--- config.mk ---
export PLATFORM = sky130hd
export DESIGN_NAME = instr_fetch_unit
export DESIGN_NICKNAME = d
export VERILOG_FILES = /design/src/rtl/riscv_pkg.sv /design/src/rtl/fetch_fifo.sv /design/src/rtl/instr_fetch_unit.sv
export SDC_FILE = /design/constraint.sdc
export NUM_CORES = 1
export LEC_CHECK = 0
export BUFFER_PORTS_ARGS = -buffer_cell sky130_fd_sc_hd__buf_2
export CORE_ASPECT_RATIO = 0.9
export CORE_MARGIN = 2
export CORE_UTILIZATION = 48
export CTS_CLUSTER_DIAMETER = 60
export DETAILED_ROUTE_END_ITERATION = 6
export PLACE_DENSITY_LB_ADDON = 0.08
export REMOVE_ABC_BUFFERS = 1
export SYNTH_ARGS = -nofsm -noshare
export SYNTH_HDL_FRONTEND = slang
export SYNTH_HIERARCHICAL = 1
export SYNTH_SLANG_ARGS = --single-unit
export TNS_END_PERCENT = 50
--- constraint.sdc ---
create_clock -name clk -period 4.55 [get_ports clk]
set_clock_uncertainty 0.15 [all_clocks]
set_input_delay 0.2275 -clock clk [delete_from_list [all_inputs] [get_ports clk]]
set_output_delay 0.2275 -clock clk [all_outputs]
set_load 0.03 [all_outputs]
--- src/rtl/riscv_pkg.sv ---
// Shared RISC-V front-end constants: datapath width and instruction alignment.
package riscv_pkg;

    localparam int unsigned XLEN          = 32;
    localparam int unsigned INSTR_BYTES   = 4;
    localparam logic [XLEN-1:0] PC_ALIGN_MASK = ~XLEN'(INSTR_BYTES - 1);

endpackage

--- src/rtl/fetch_fifo.sv ---
// Synchronous FIFO with flush, occupancy count and head peek.
// Push on full and pop on empty are excluded by the caller's credit scheme.
module fetch_fifo #(
    parameter int unsigned WIDTH = 32,
    parameter int unsigned DEPTH = 2,
    localparam int unsigned AW   = (DEPTH > 1) ? $clog2(DEPTH) : 1,
    localparam int unsigned CW   = $clog2(DEPTH + 1)
) (
    input  logic             clk,
    input  logic             reset,
    input  logic             flush,
    input  logic             push,
    input  logic [WIDTH-1:0] push_data,
    input  logic             pop,
    output logic [WIDTH-1:0] head,
    output logic [CW-1:0]    count
);

    logic [WIDTH-1:0] mem [DEPTH];
    logic [AW-1:0]    rd_ptr;
    logic [AW-1:0]    wr_ptr;

    function automatic logic [AW-1:0] ptr_inc(input logic [AW-1:0] ptr);
        return (ptr == AW'(DEPTH - 1)) ? '0 : ptr + AW'(1);
    endfunction

    always_ff @(posedge clk) begin
        if (push) begin
            mem[wr_ptr] <= push_data;
        end
    end

    // Flush has priority over any same-cycle push or pop.
    always_ff @(posedge clk) begin
        if (reset || flush) begin
            rd_ptr <= '0;
            wr_ptr <= '0;
            count  <= '0;
        end else begin
            if (push) begin
                wr_ptr <= ptr_inc(wr_ptr);
            end
            if (pop) begin
                rd_ptr <= ptr_inc(rd_ptr);
            end
            case ({push, pop})
                2'b10:   count <= count + CW'(1);
                2'b01:   count <= count - CW'(1);
                default: count <= count;
            endcase
        end
    end

    assign head = mem[rd_ptr];

endmodule

--- src/rtl/instr_fetch_unit.sv ---
// In-order instruction fetch: drives the PC register, issues imem requests,
// buffers {pc, instr} for decode and squashes in-flight fetches on redirect.
module instr_fetch_unit #(
    parameter int unsigned XLEN            = riscv_pkg::XLEN,
    parameter int unsigned FIFO_DEPTH      = 2,
    parameter int unsigned MAX_OUTSTANDING = 2
) (
    input  logic            clk,
    input  logic            reset,
    input  logic [XLEN-1:0] pc_value,
    output logic [XLEN-1:0] pc_next,
    output logic            pc_enable,
    input  logic            redirect_valid,
    input  logic [XLEN-1:0] redirect_pc,
    output logic            imem_req_valid,
    input  logic            imem_req_ready,
    output logic [XLEN-1:0] imem_req_addr,
    input  logic            imem_rsp_valid,
    input  logic [XLEN-1:0] imem_rsp_data,
    output logic            if_valid,
    input  logic            if_ready,
    output logic [XLEN-1:0] if_instr,
    output logic [XLEN-1:0] if_pc
);

    import riscv_pkg::*;

    localparam int unsigned OW = $clog2(MAX_OUTSTANDING + 1);
    localparam int unsigned CW = $clog2(FIFO_DEPTH + 1);

    logic [OW-1:0]     outstanding;
    logic [OW-1:0]     drop_cnt;
    logic [OW-1:0]     live;
    logic [CW-1:0]     fifo_count;
    logic [XLEN-1:0]   pend_pc;
    logic [2*XLEN-1:0] out_head;
    logic              issue;
    logic              fire;
    logic              rsp_keep;
    logic              rsp_drop;

    // Pending-PC entries are exactly the requests whose responses will be kept.
    assign issue = !reset && !redirect_valid
                && (outstanding < OW'(MAX_OUTSTANDING))
                && ((32'(fifo_count) + 32'(live)) < FIFO_DEPTH);
    assign fire  = issue && imem_req_ready;

    assign rsp_drop = imem_rsp_valid && (drop_cnt != '0);
    assign rsp_keep = imem_rsp_valid && (drop_cnt == '0);

    assign imem_req_valid = issue;
    assign imem_req_addr  = pc_value;
    assign pc_enable      = !reset && (redirect_valid || fire);
    assign pc_next        = redirect_valid ? (redirect_pc & ~XLEN'(INSTR_BYTES - 1))
                                           : pc_value + XLEN'(INSTR_BYTES);

    // A response landing in the redirect cycle is already consumed, so it is not dropped later.
    always_ff @(posedge clk) begin
        if (reset) begin
            outstanding <= '0;
            drop_cnt    <= '0;
        end else begin
            outstanding <= outstanding + OW'(fire) - OW'(imem_rsp_valid);
            if (redirect_valid) begin
                drop_cnt <= outstanding - OW'(imem_rsp_valid);
            end else if (rsp_drop) begin
                drop_cnt <= drop_cnt - OW'(1);
            end
        end
    end

    fetch_fifo #(
        .WIDTH (XLEN),
        .DEPTH (MAX_OUTSTANDING)
    ) u_pend_q (
        .clk       (clk),
        .reset     (reset),
        .flush     (redirect_valid),
        .push      (fire),
        .push_data (pc_value),
        .pop       (rsp_keep),
        .head      (pend_pc),
        .count     (live)
    );

    fetch_fifo #(
        .WIDTH (2 * XLEN),
        .DEPTH (FIFO_DEPTH)
    ) u_out_q (
        .clk       (clk),
        .reset     (reset),
        .flush     (redirect_valid),
        .push      (rsp_keep && !redirect_valid),
        .push_data ({pend_pc, imem_rsp_data}),
        .pop       (if_valid && if_ready),
        .head      (out_head),
        .count     (fifo_count)
    );

    assign if_valid = !reset && (fifo_count != '0);
    assign if_pc    = out_head[2*XLEN-1:XLEN];
    assign if_instr = out_head[XLEN-1:0];

endmodule

==> results.ini, run 1 <==
[floorplanning]
io_pins=233
row_count=47
fp.dieH_um=133
core_area_mm2=0.0182
dieArea_mm2=0.0196
die_x_um=147
start_util=0.486

[cts]
clock_path_buffers=3
cts_root_buffer=clkbuf_16
ctsHoldBuffers=66
worstSkewPairLatency_ns=0.50
cts_htree_levels=1
numCtsBuffers=23
post_cts_buffers=0
clk_pin_slew_worst_paths_ns=0.06
cts_tree=done
clock-sinks=206
cts_resized=0

[critical_path]
slowest_stage=or4_1
r2r_start=u_out_q/count[0]$_SDFFE_PP0P_
cpMostUsedCell=buf_2
worst_setup_path_end_kind=output port
path_cells=dlygate4sd3_1, buf_2, ha_1, nand4_1, or4_1, a31oi_1, buf_2
cp_data_arrival_time_ns=3.03
worst-path-buf-inv=3
r2r_slack_ns=1.35
ff2ff_path_depth=9
path_class=input pin to output port
critPathLaunchType=input pin
critical-path-max-stage-delay_ns=0.77
r2r-end=u_pend_q/mem[0][21]$_DFFE_PP_
crit_required_ns=4.17
critPathTopFamily=simple AND/OR/NAND/NOR gates
path_max_fanout=18

[route]
drt_wl_total_mm=18.8
ant_nets=0
firstDrtPassIters=4
drt-met1-wl_mm=7.97
wl_met3_mm=1.01
wl_per_cell_um=17.0
wl_met2_mm=9.43
via_per_inst=5.10
top_layer=met4
dr_total_vias=5658
drc=0
initialDrtViolationCount=168

[sta]
finalMaxSlewViolations=0
tns_ns=0
finalHoldViolations=0
setup_viol=0
grt_setup_unrepaired=no
fmax_ghz=0.294
period_share=0.748
slew_headroom=0.327
fin_crit_ns=3.40
worst_slew_pin_slew_ns=1.01

[pwr]
p_leak_nw=4.21
totalPowerFinal_mw=4.52
powerDensity_mw_per_mm2=395
peakVddDrop_v=0.000351

[synth]
yosysTopAreaCell=edfxtp_1
synth_edf_count=192
syn_inst=580
syn_area_per_cell_um2=15.3
synthArstFlopShare=0
yosysMostFrequentCell=edfxtp_1
yosysSeqAreaShare=0.683
yosysTopAreaCellShare=0.651
syn_area_mm2=0.00885
yosysWarnings=6
synth_cell_types=40
synthTopCellsByCount=edfxtp_1 (192), mux2_2 (95), buf_4 (32)
ys_ff_latch=206
ys_top_cells_by_area=edfxtp_1 (65%), mux2_2 (12%), dfxtp_1 (3.2%)
synth_flop_cell=edfxtp_1

[final_layout]
drive_gt1_frac=0.431
antennaDiodeCount=0
fin_cells=1110
nNetsFinal=959
area_growth_pct=29.3

[flow_run]
maxCapViolCount=0

[placement]
dp_hpwl_mm=11.6
routabilityCongestion=0.802
placed_cells=1003
io_buffers=230

[grt]
grt_overflow_total=0
antenna_found_initial=0
grt_pass1_wl_mm=29.5
first_global_vias=5821
grt_max_degree=65
grt_util_all_layers=0.189

[hold_path]
hold_depth=5
hp-start=imem_req_ready
hold_end=u_pend_q/wr_ptr$_SDFFE_PP0P_
hold_path.class=input pin to flip-flop

[outcome]
status=finished clean

cells in the final DEF, fill, tap and decap left out, drive strengths merged, types with 5 or more instances in the layout:
master / n
edfxtp: 192
a31oi: 14
dlygate4sd3: 66
xnor2: 17
ha: 7
or4: 16
nand3: 14
clkbuf: 24
nand2: 24
inv: 16
nand4: 8
o21ai: 17
xor2: 7
clkinv: 8
nor3: 12
mux2: 97
nor2: 24
o31ai: 11
dfxtp: 14
a211oi: 5
buf: 234
and2: 8
sequential cells by signal, indices dropped and copies added (netlist names), named ones only:
register         cells
drop_cnt             2
outstanding          2
u_out_q/count        2
u_out_q/mem        128
u_out_q/rd_ptr       1
u_out_q/wr_ptr       1
u_pend_q/count       2
u_pend_q/mem        64
u_pend_q/rd_ptr      1
u_pend_q/wr_ptr      1
how the worst max path moves through the flow:
| stage | to | from | cells past startpoint | slack [ns] |
|---|---|---|---|---|
| after floorplan | u_out_q/mem[0][0]$_DFFE_PP_ | redirect_valid | 4 | 0.24 |
| after global placement | u_pend_q/mem[0][20]$_DFFE_PP_ | u_out_q/count[0]$_SDFFE_PP0P_ | 9 | 1.42 |
| after detailed placement | u_pend_q/mem[0][3]$_DFFE_PP_ | u_out_q/count[0]$_SDFFE_PP0P_ | 9 | 1.36 |
| after CTS | pc_next[28] | pc_value[2] | 7 | 1.18 |
| after global routing | pc_next[14] | pc_value[2] | 8 | 0.89 |
| final | pc_next[26] | pc_value[2] | 7 | 1.15 |
power breakdown:
group	switching [mW]	total, mW	internal (mW)
combinational	0.329	0.535	0.206
clock	0.717	1.82	1.10
sequential	0.0264	2.17	2.14
tightest hold or removal path, delay by kind of cell:
kind / cells / cell delay (ns)
buffers and inverters: 2 / 0.18
xor gates and xnor gates: 1 / 0.12
and+or+nand+nor: 2 / 0.11
logic make-up (layout without fill, tap and decap cells):
family,count (synthesis),count (layout),share of synthesized area
multiplexers,97,97,0.123
flip-flops,206,206,0.683
AND/OR/NAND/NOR,124,124,0.0757
adder cells (fa/ha/maj),8,8,0.0122
XOR/XNOR,24,24,0.0237
AO/OA/AOI/OAI,51,51,0.0366
buffers and inverters,70,355,0.0456
stage by stage:
stage / utilization / setup slack, ns / hold WS, ns / area, um2
2_1_floorplan: - / 0.238 / 0.149 / 8500
3_3_place_gp: 0.550 / 1.42 / 0.265 / 10000
3_5_place_dp: 0.550 / 1.36 / 0.269 / 10000
4_1_cts: 0.628 / 1.18 / 0.0196 / 11400
5_1_grt: 0.628 / 0.891 / 0.0627 / 11400
6_report: 0.628 / 1.15 / 0.0377 / 11400
layer usage:
layer | GRT usage | up-vias
met3 | 0.0359 | 37
met1 | 0.237 | 2713
li1 | - | 2729
met5 | 0 | -
met2 | 0.337 | 179
met4 | 0.0502 | 0
cell type report:
type	instances	area, um2
clock inverter	17	180
sequential	206	6050
timing repair buffer	300	1850
multi-input combinational	304	2420
tap	245	307
clock buffer	24	579
inverter	14	52.6
fill	1434	6780
Note: power is estimated with default switching activity, not from simulation.
==> run 2, diff against run 1 <==
- CORE_UTILIZATION: 48 -> 53
- clock period: 4.55 -> 3.2 ns (I/O delays scaled with it)
==> results.ini, run 2 (same netlist as run 1, synthesis figures left out) <==
[sta]
finalHoldViolations=0  ; unchanged
finalMaxSlewViolations=0  ; unchanged
period_share=0.951
fmax_ghz=0.329
worst_slew_pin_slew_ns=0.956  ; -0.0513 ns
fin_crit_ns=3.04
setup_viol=0  ; unchanged
setup_ws_ns=0.156  ; -0.991 ns
grt_setup_unrepaired=no
slew_headroom=0.363  ; +0.0358
hold_ws_ns=0.242  ; +0.205 ns

[grt]
first_global_vias=5716  ; -1.8%
grt_util_all_layers=0.206  ; +0.0172
grt_pass1_wl_mm=29.1  ; -1.2%
antenna_found_initial=0  ; unchanged
grt_max_degree=65  ; unchanged
grt_overflow_total=0  ; unchanged

[final_layout]
final_common_cell=buf_2
largest_reg_flops=128  ; unchanged
drive_gt1_frac=0.433  ; +0.00147
fill_cells=1115  ; -22%
area_growth_pct=28.8
largestRegisters=u_out_q/mem x128, u_pend_q/mem x64
nNetsFinal=965  ; +0.63%
antennaDiodeCount=0  ; unchanged
regMostFlops=u_out_q/mem
final_cell_mix=buf_2 (230), edfxtp_1 (192), mux2_2 (95)

[placement]
routabilityCongestion=0.820  ; +2.2%
io_buffers=230  ; unchanged
dp_slack_ns=0.161  ; -1.20 ns
dp_hpwl_mm=11.9  ; +2.1%

[route]
firstDrtPassIters=4  ; unchanged
wl_per_cell_um=17.5  ; +3.1%
via_per_inst=5.38  ; +5.6%
ant_nets=0  ; unchanged
drc=0  ; unchanged
initialDrtViolationCount=243  ; +45%
dr_total_vias=5790  ; +2.3%
drt_wl_total_mm=18.8  ; about the same

[cts]
cts_root_buffer=clkbuf_16
cts_htree_levels=1  ; unchanged
worstSkewPairLatency_ns=0.49  ; about the same
clock-sinks=206  ; unchanged
clock_path_buffers=3  ; unchanged
numCtsBuffers=22  ; -4.3%
clk_pin_slew_worst_paths_ns=0.06  ; about the same
cts_tree=done

[pwr]
p_leak_nw=4.22  ; +0.34%
powerDensity_mw_per_mm2=542  ; +37%
peakVddDrop_v=0.000407  ; +16%

[critical_path]
path_max_fanout=20  ; +2
slowest_stage=or4_4
worst_setup_path_end_kind=output port
r2r_start=u_pend_q/count[0]$_SDFFE_PP0P_
critPathTopFamily=simple AND/OR/NAND/NOR gates
path_cells=dlygate4sd3_1, buf_2, nand3_1, or4_4, or4_1, a31oi_1, buf_2
crit_required_ns=2.89  ; -1.28 ns
r2r_slack_ns=0.19  ; -1.16 ns
ff2ff_path_depth=10  ; +1
worst-path-buf-inv=3  ; unchanged
critical-path-max-stage-delay_ns=0.66  ; -0.11 ns
cp_data_arrival_time_ns=2.73  ; -0.30 ns
r2r-end=u_pend_q/count[1]$_SDFFE_PP0P_
path_class=input pin to output port
critPathLaunchType=input pin
cpMostUsedCell=buf_2

[outcome]
status=finished clean

[hold_path]
hp-start=imem_rsp_data[6]
hold_depth=2  ; -3
hold_path.class=input pin to flip-flop
hold_end=u_out_q/mem[1][6]$_DFFE_PP_

[floorplanning]
fp.dieH_um=127  ; -4.7%
io_pins=233  ; unchanged
start_util=0.545  ; +0.0595
row_count=44  ; -6.4%
die_x_um=140  ; -4.7%
core_area_mm2=0.0162  ; -11%
dieArea_mm2=0.0178  ; -9.2%

[flow_run]
maxCapViolCount=0  ; unchanged

-- run 2: changes by cell type in the layout (fill, tap and decap cells not counted), sizes merged --
cell	delta
clkbuf	+2
clkinv	+3
inv	-2
clkinvlp	-4
bufinv	-2
dlygate4sd3	+3
buf	+4
-- run 2: worst max-delay path by stage --
stage	from	end	slack, ns	cells after the start
2_1_floorplan	redirect_valid	u_out_q/mem[0][0]$_DFFE_PP_	-1.04	4
3_3_place_gp	u_out_q/count[0]$_SDFFE_PP0P_	u_pend_q/count[1]$_SDFFE_PP0P_	0.26	10
3_5_place_dp	u_out_q/count[0]$_SDFFE_PP0P_	u_pend_q/count[1]$_SDFFE_PP0P_	0.16	10
4_1_cts	pc_value[4]	pc_next[29]	0.05	7
5_1_grt	u_pend_q/count[0]$_SDFFE_PP0P_	u_pend_q/count[1]$_SDFFE_PP0P_	0.02	11
6_report	pc_value[10]	pc_next[26]	0.16	7
-- run 2: timing repair --
| action | CTS | global route |
|---|---|---|
| resized for setup | 0 | 4 |
| setup endpoints to repair | 0 | 3 |
| endpoints found under the hold margin | 142 | 0 |
| hold buffers | 69 | 0 |
| buffers inserted | 0 | 0 |
-- run 2: layout make-up --
class	instances	area, um2	share of cell area
inverters	14	52.6	0.00461
well taps	207	259	0.0227
flip-flops and latches	206	6050	0.531
clock buffers	26	587	0.0514
repair buffers	307	1940	0.170
clock inverters	12	87.6	0.00768
multi-input cells	304	2430	0.213
-- run 2: power by group --
part | internal [mW] | switching, mW | total [mW]
clock | 1.38 | 0.947 | 2.33
sequential | 3.04 | 0.0379 | 3.08
combinational | 0.298 | 0.471 | 0.768
-- run 2: per-stage QoR --
| step | cells | TNS (ns) | cell area [um2] | util | power [mW] |
|---|---|---|---|---|---|
| 6_report | 1076 | 0 | 11400 | 0.702 | 6.18 |
| 2_1_floorplan | 524 | -103.87 | 8500 | - | 3.52 |
| 4_1_cts | 1076 | 0 | 11400 | 0.702 | 6.24 |
| 3_3_place_gp | 969 | 0 | 10000 | 0.618 | 3.82 |
| 3_5_place_dp | 969 | 0 | 10000 | 0.618 | 3.84 |
| 5_1_grt | 1076 | 0 | 11400 | 0.702 | 6.40 |
-- run 2: routing by layer --
metal  global-route usage  share of wire  vias to the layer above
met5                    0              0                        -
met2                0.367           0.49                      222
met3               0.0374          0.063                       32
met1                0.265           0.43                     2800
li1                     -              -                     2736
met4               0.0469          0.017                        0
==> run 3, diff against run 2 <==
- ABC_AREA: default -> 1
- CORE_UTILIZATION: 53 -> 54
- clock period: 3.2 -> 3.45 ns (I/O delays scaled with it)
==> results.ini, run 3 <==
[placement]
io_buffers=230  ; unchanged
routabilityCongestion=0.850  ; +3.7%
dp_slack_ns=0.928  ; +0.767 ns
dp_hpwl_mm=12.5  ; +5.7%
placed_cells=1136  ; +17%

[cts]
cts_htree_levels=1  ; unchanged
clk_pin_slew_worst_paths_ns=0.06  ; about the same
clock-sinks=206  ; unchanged
numCtsBuffers=22  ; unchanged
cts_resized=0  ; unchanged
cts_tree=done
clock_path_buffers=3  ; unchanged
post_cts_buffers=0  ; unchanged
cts_root_buffer=clkbuf_16
worstSkewPairLatency_ns=0.50  ; about the same

[synth]
syn_inst=709  ; +22%
synth_edf_count=192  ; unchanged
yosysTopAreaCell=edfxtp_1
synthTopCellsByCount=edfxtp_1 (192), nand2_1 (147), mux2_4 (90)
yosysWarnings=6  ; unchanged
synth_cell_types=34  ; -15%
yosysSeqAreaShare=0.631  ; -0.0521
synthArstFlopShare=0  ; unchanged
yosysTopAreaCellShare=0.601  ; -0.0497
syn_area_mm2=0.00959  ; +8.3%
ys_ff_latch=206  ; unchanged
yosysMostFrequentCell=edfxtp_1
ys_top_cells_by_area=edfxtp_1 (60%), mux2_4 (14%), nand2_1 (5.8%)
synth_flop_cell=edfxtp_1
syn_area_per_cell_um2=13.5  ; -11%

[critical_path]
critical-path-max-stage-delay_ns=0.43  ; -0.23 ns
cp_data_arrival_time_ns=2.85  ; +0.12 ns
worst-path-buf-inv=4  ; +1
ff2ff_path_depth=13  ; +3
path_cells=nand2_1, inv_1, fa_1, nor3_2, nand2_1, inv_1, inv_1, ha_1, inv_1, nand2_1, nor2_1, nor2_1, nor2_1
critPathTopFamily=simple AND/OR/NAND/NOR gates
path_max_fanout=6  ; -70%
worst_setup_path_end_kind=flip-flop
path_class=flip-flop to flip-flop
cp_num_cells=13  ; +6
crit_required_ns=3.73  ; +0.84 ns
cpMostUsedCell=inv_1
slowest_stage=fa_1
critPathLaunchType=flip-flop

[final_layout]
drive_gt1_frac=0.397  ; -0.0359
area_growth_pct=27.1
antennaDiodeCount=0  ; unchanged
final_cell_mix=buf_2 (230), edfxtp_1 (192), nand2_1 (147)
regMostFlops=u_out_q/mem
largestRegisters=u_out_q/mem x128, u_pend_q/mem x64
final_common_cell=buf_2
nNetsFinal=1097  ; +14%
largest_reg_flops=128  ; unchanged
fin_cells=1243  ; +16%

[sta]
fmax_ghz=0.389
setup_ws_ns=0.882  ; +0.725 ns
finalMaxSlewViolations=0  ; unchanged
worst_slew_pin_slew_ns=0.819  ; -0.137 ns
period_share=0.744
slew_headroom=0.454  ; +0.0912
setup_viol=0  ; unchanged
grt_setup_unrepaired=no
finalHoldViolations=0  ; unchanged
fin_crit_ns=2.57

[route]
wl_per_cell_um=15.6  ; -11%
drc=0  ; unchanged
ant_nets=0  ; unchanged
via_per_inst=4.96  ; -7.9%
initialDrtViolationCount=336  ; +38%
firstDrtPassIters=5  ; +1
dr_total_vias=6161  ; +6.4%
drt_wl_total_mm=19.4  ; +3.1%

[floorplanning]
die_x_um=144  ; +3.0%
core_area_mm2=0.0175  ; +7.7%
dieArea_mm2=0.0188  ; +6.1%
fp.dieH_um=130  ; +3.0%
start_util=0.548  ; +0.00269
io_pins=233  ; unchanged
row_count=46  ; +4.5%

[grt]
grt_pass1_wl_mm=29.2  ; +0.43%
gr-usage-met2=0.365  ; -0.00187
grt_max_degree=65  ; unchanged
top_usage_layer=met2
grtUsageMet3=0.0335  ; -0.00384
antenna_found_initial=0  ; unchanged
grt_util_met1=0.247  ; -0.0183
first_global_vias=6067  ; +6.1%
grt_util_all_layers=0.200  ; -0.00605
grt_overflow_total=0  ; unchanged

[pwr]
p_leak_nw=5.01  ; +19%
powerDensity_mw_per_mm2=510  ; -5.9%
peakVddDrop_v=0.000418  ; +2.7%

[flow_run]
maxCapViolCount=0  ; unchanged

[outcome]
status=finished clean

[hold_path]
hold_path.class=input pin to flip-flop
hold_depth=4  ; +2

==> run 3: cells by family after synthesis <==
kind of cell	share of synthesized area
AOI/OAI and AO/OA	0.0132
xor gates and xnor gates	0.00640
adders and majority gates	0.0112
buffers and inverters	0.0685
DFF	0.631
muxes	0.148
and+or+nand+nor	0.122
==> run 3: worst paths after layout <==
check | from | to | slack (ns)
max | u_out_q/count[0]$_SDFFE_PP0P_ | u_pend_q/count[1]$_SDFFE_PP0P_ | 0.88
min | if_ready | u_out_q/rd_ptr$_SDFFE_PP0P_ | 0.03
max reg2reg | u_out_q/count[0]$_SDFFE_PP0P_ | u_pend_q/count[1]$_SDFFE_PP0P_ | 0.88
min reg2reg | u_out_q/rd_ptr$_SDFFE_PP0P_ | u_out_q/rd_ptr$_SDFFE_PP0P_ | 0.37
==> run 3: per-layer routing <==
| metal | share of wire | vias to the layer above |
|---|---|---|
| li1 | - | 2986 |
| met1 | 0.41 | 2915 |
| met2 | 0.51 | 225 |
| met3 | 0.061 | 35 |
| met4 | 0.020 | 0 |
| met5 | 0 | - |
==> run 3: stage by stage <==
| stage | hold slack [ns] | power [mW] | util | setup TNS, ns | area [um2] |
|---|---|---|---|---|---|
| after detailed placement | 0.213 | 3.58 | 0.611 | 0 | 10700 |
| final | 0.0311 | 6.21 | 0.696 | 0 | 12200 |
| after CTS | 0.0146 | 6.27 | 0.696 | 0 | 12200 |
| after global placement | 0.209 | 3.56 | 0.611 | 0 | 10700 |
| after floorplan | 0.0937 | 3.29 | - | -48.57 | 9110 |
| after global routing | 0.0444 | 6.43 | 0.696 | 0 | 12200 |
==> run 3: layout make-up <==
| type | instances | area (um2) |
|---|---|---|
| multi-input cells | 404 | 2900 |
| fillers | 1237 | 5320 |
| repair buffers | 304 | 1920 |
| clock buffers | 25 | 562 |
| flip-flops and latches | 206 | 6050 |
| clock inverters | 15 | 262 |
| well taps | 240 | 300 |
| inverters | 49 | 184 |
==> run 3: repair_timing <==
action / in CTS / in global routing
setup endpoints to repair: 0 / 0
hold buffers: 67 / 0
endpoints found under the hold margin: 142 / 0
==> run 3: power breakdown <==
group	switching, mW	internal [mW]	leakage (nW)
Clock	0.920	1.70	0.408
Sequential	0.0326	2.81	1.86
Combinational	0.449	0.294	2.74
==> run 3: tightest hold or removal path: stages <==
cell     delay (ns)
buf_2          0.09
nor3b_1        0.15
xnor2_1        0.14
nor2_1         0.08
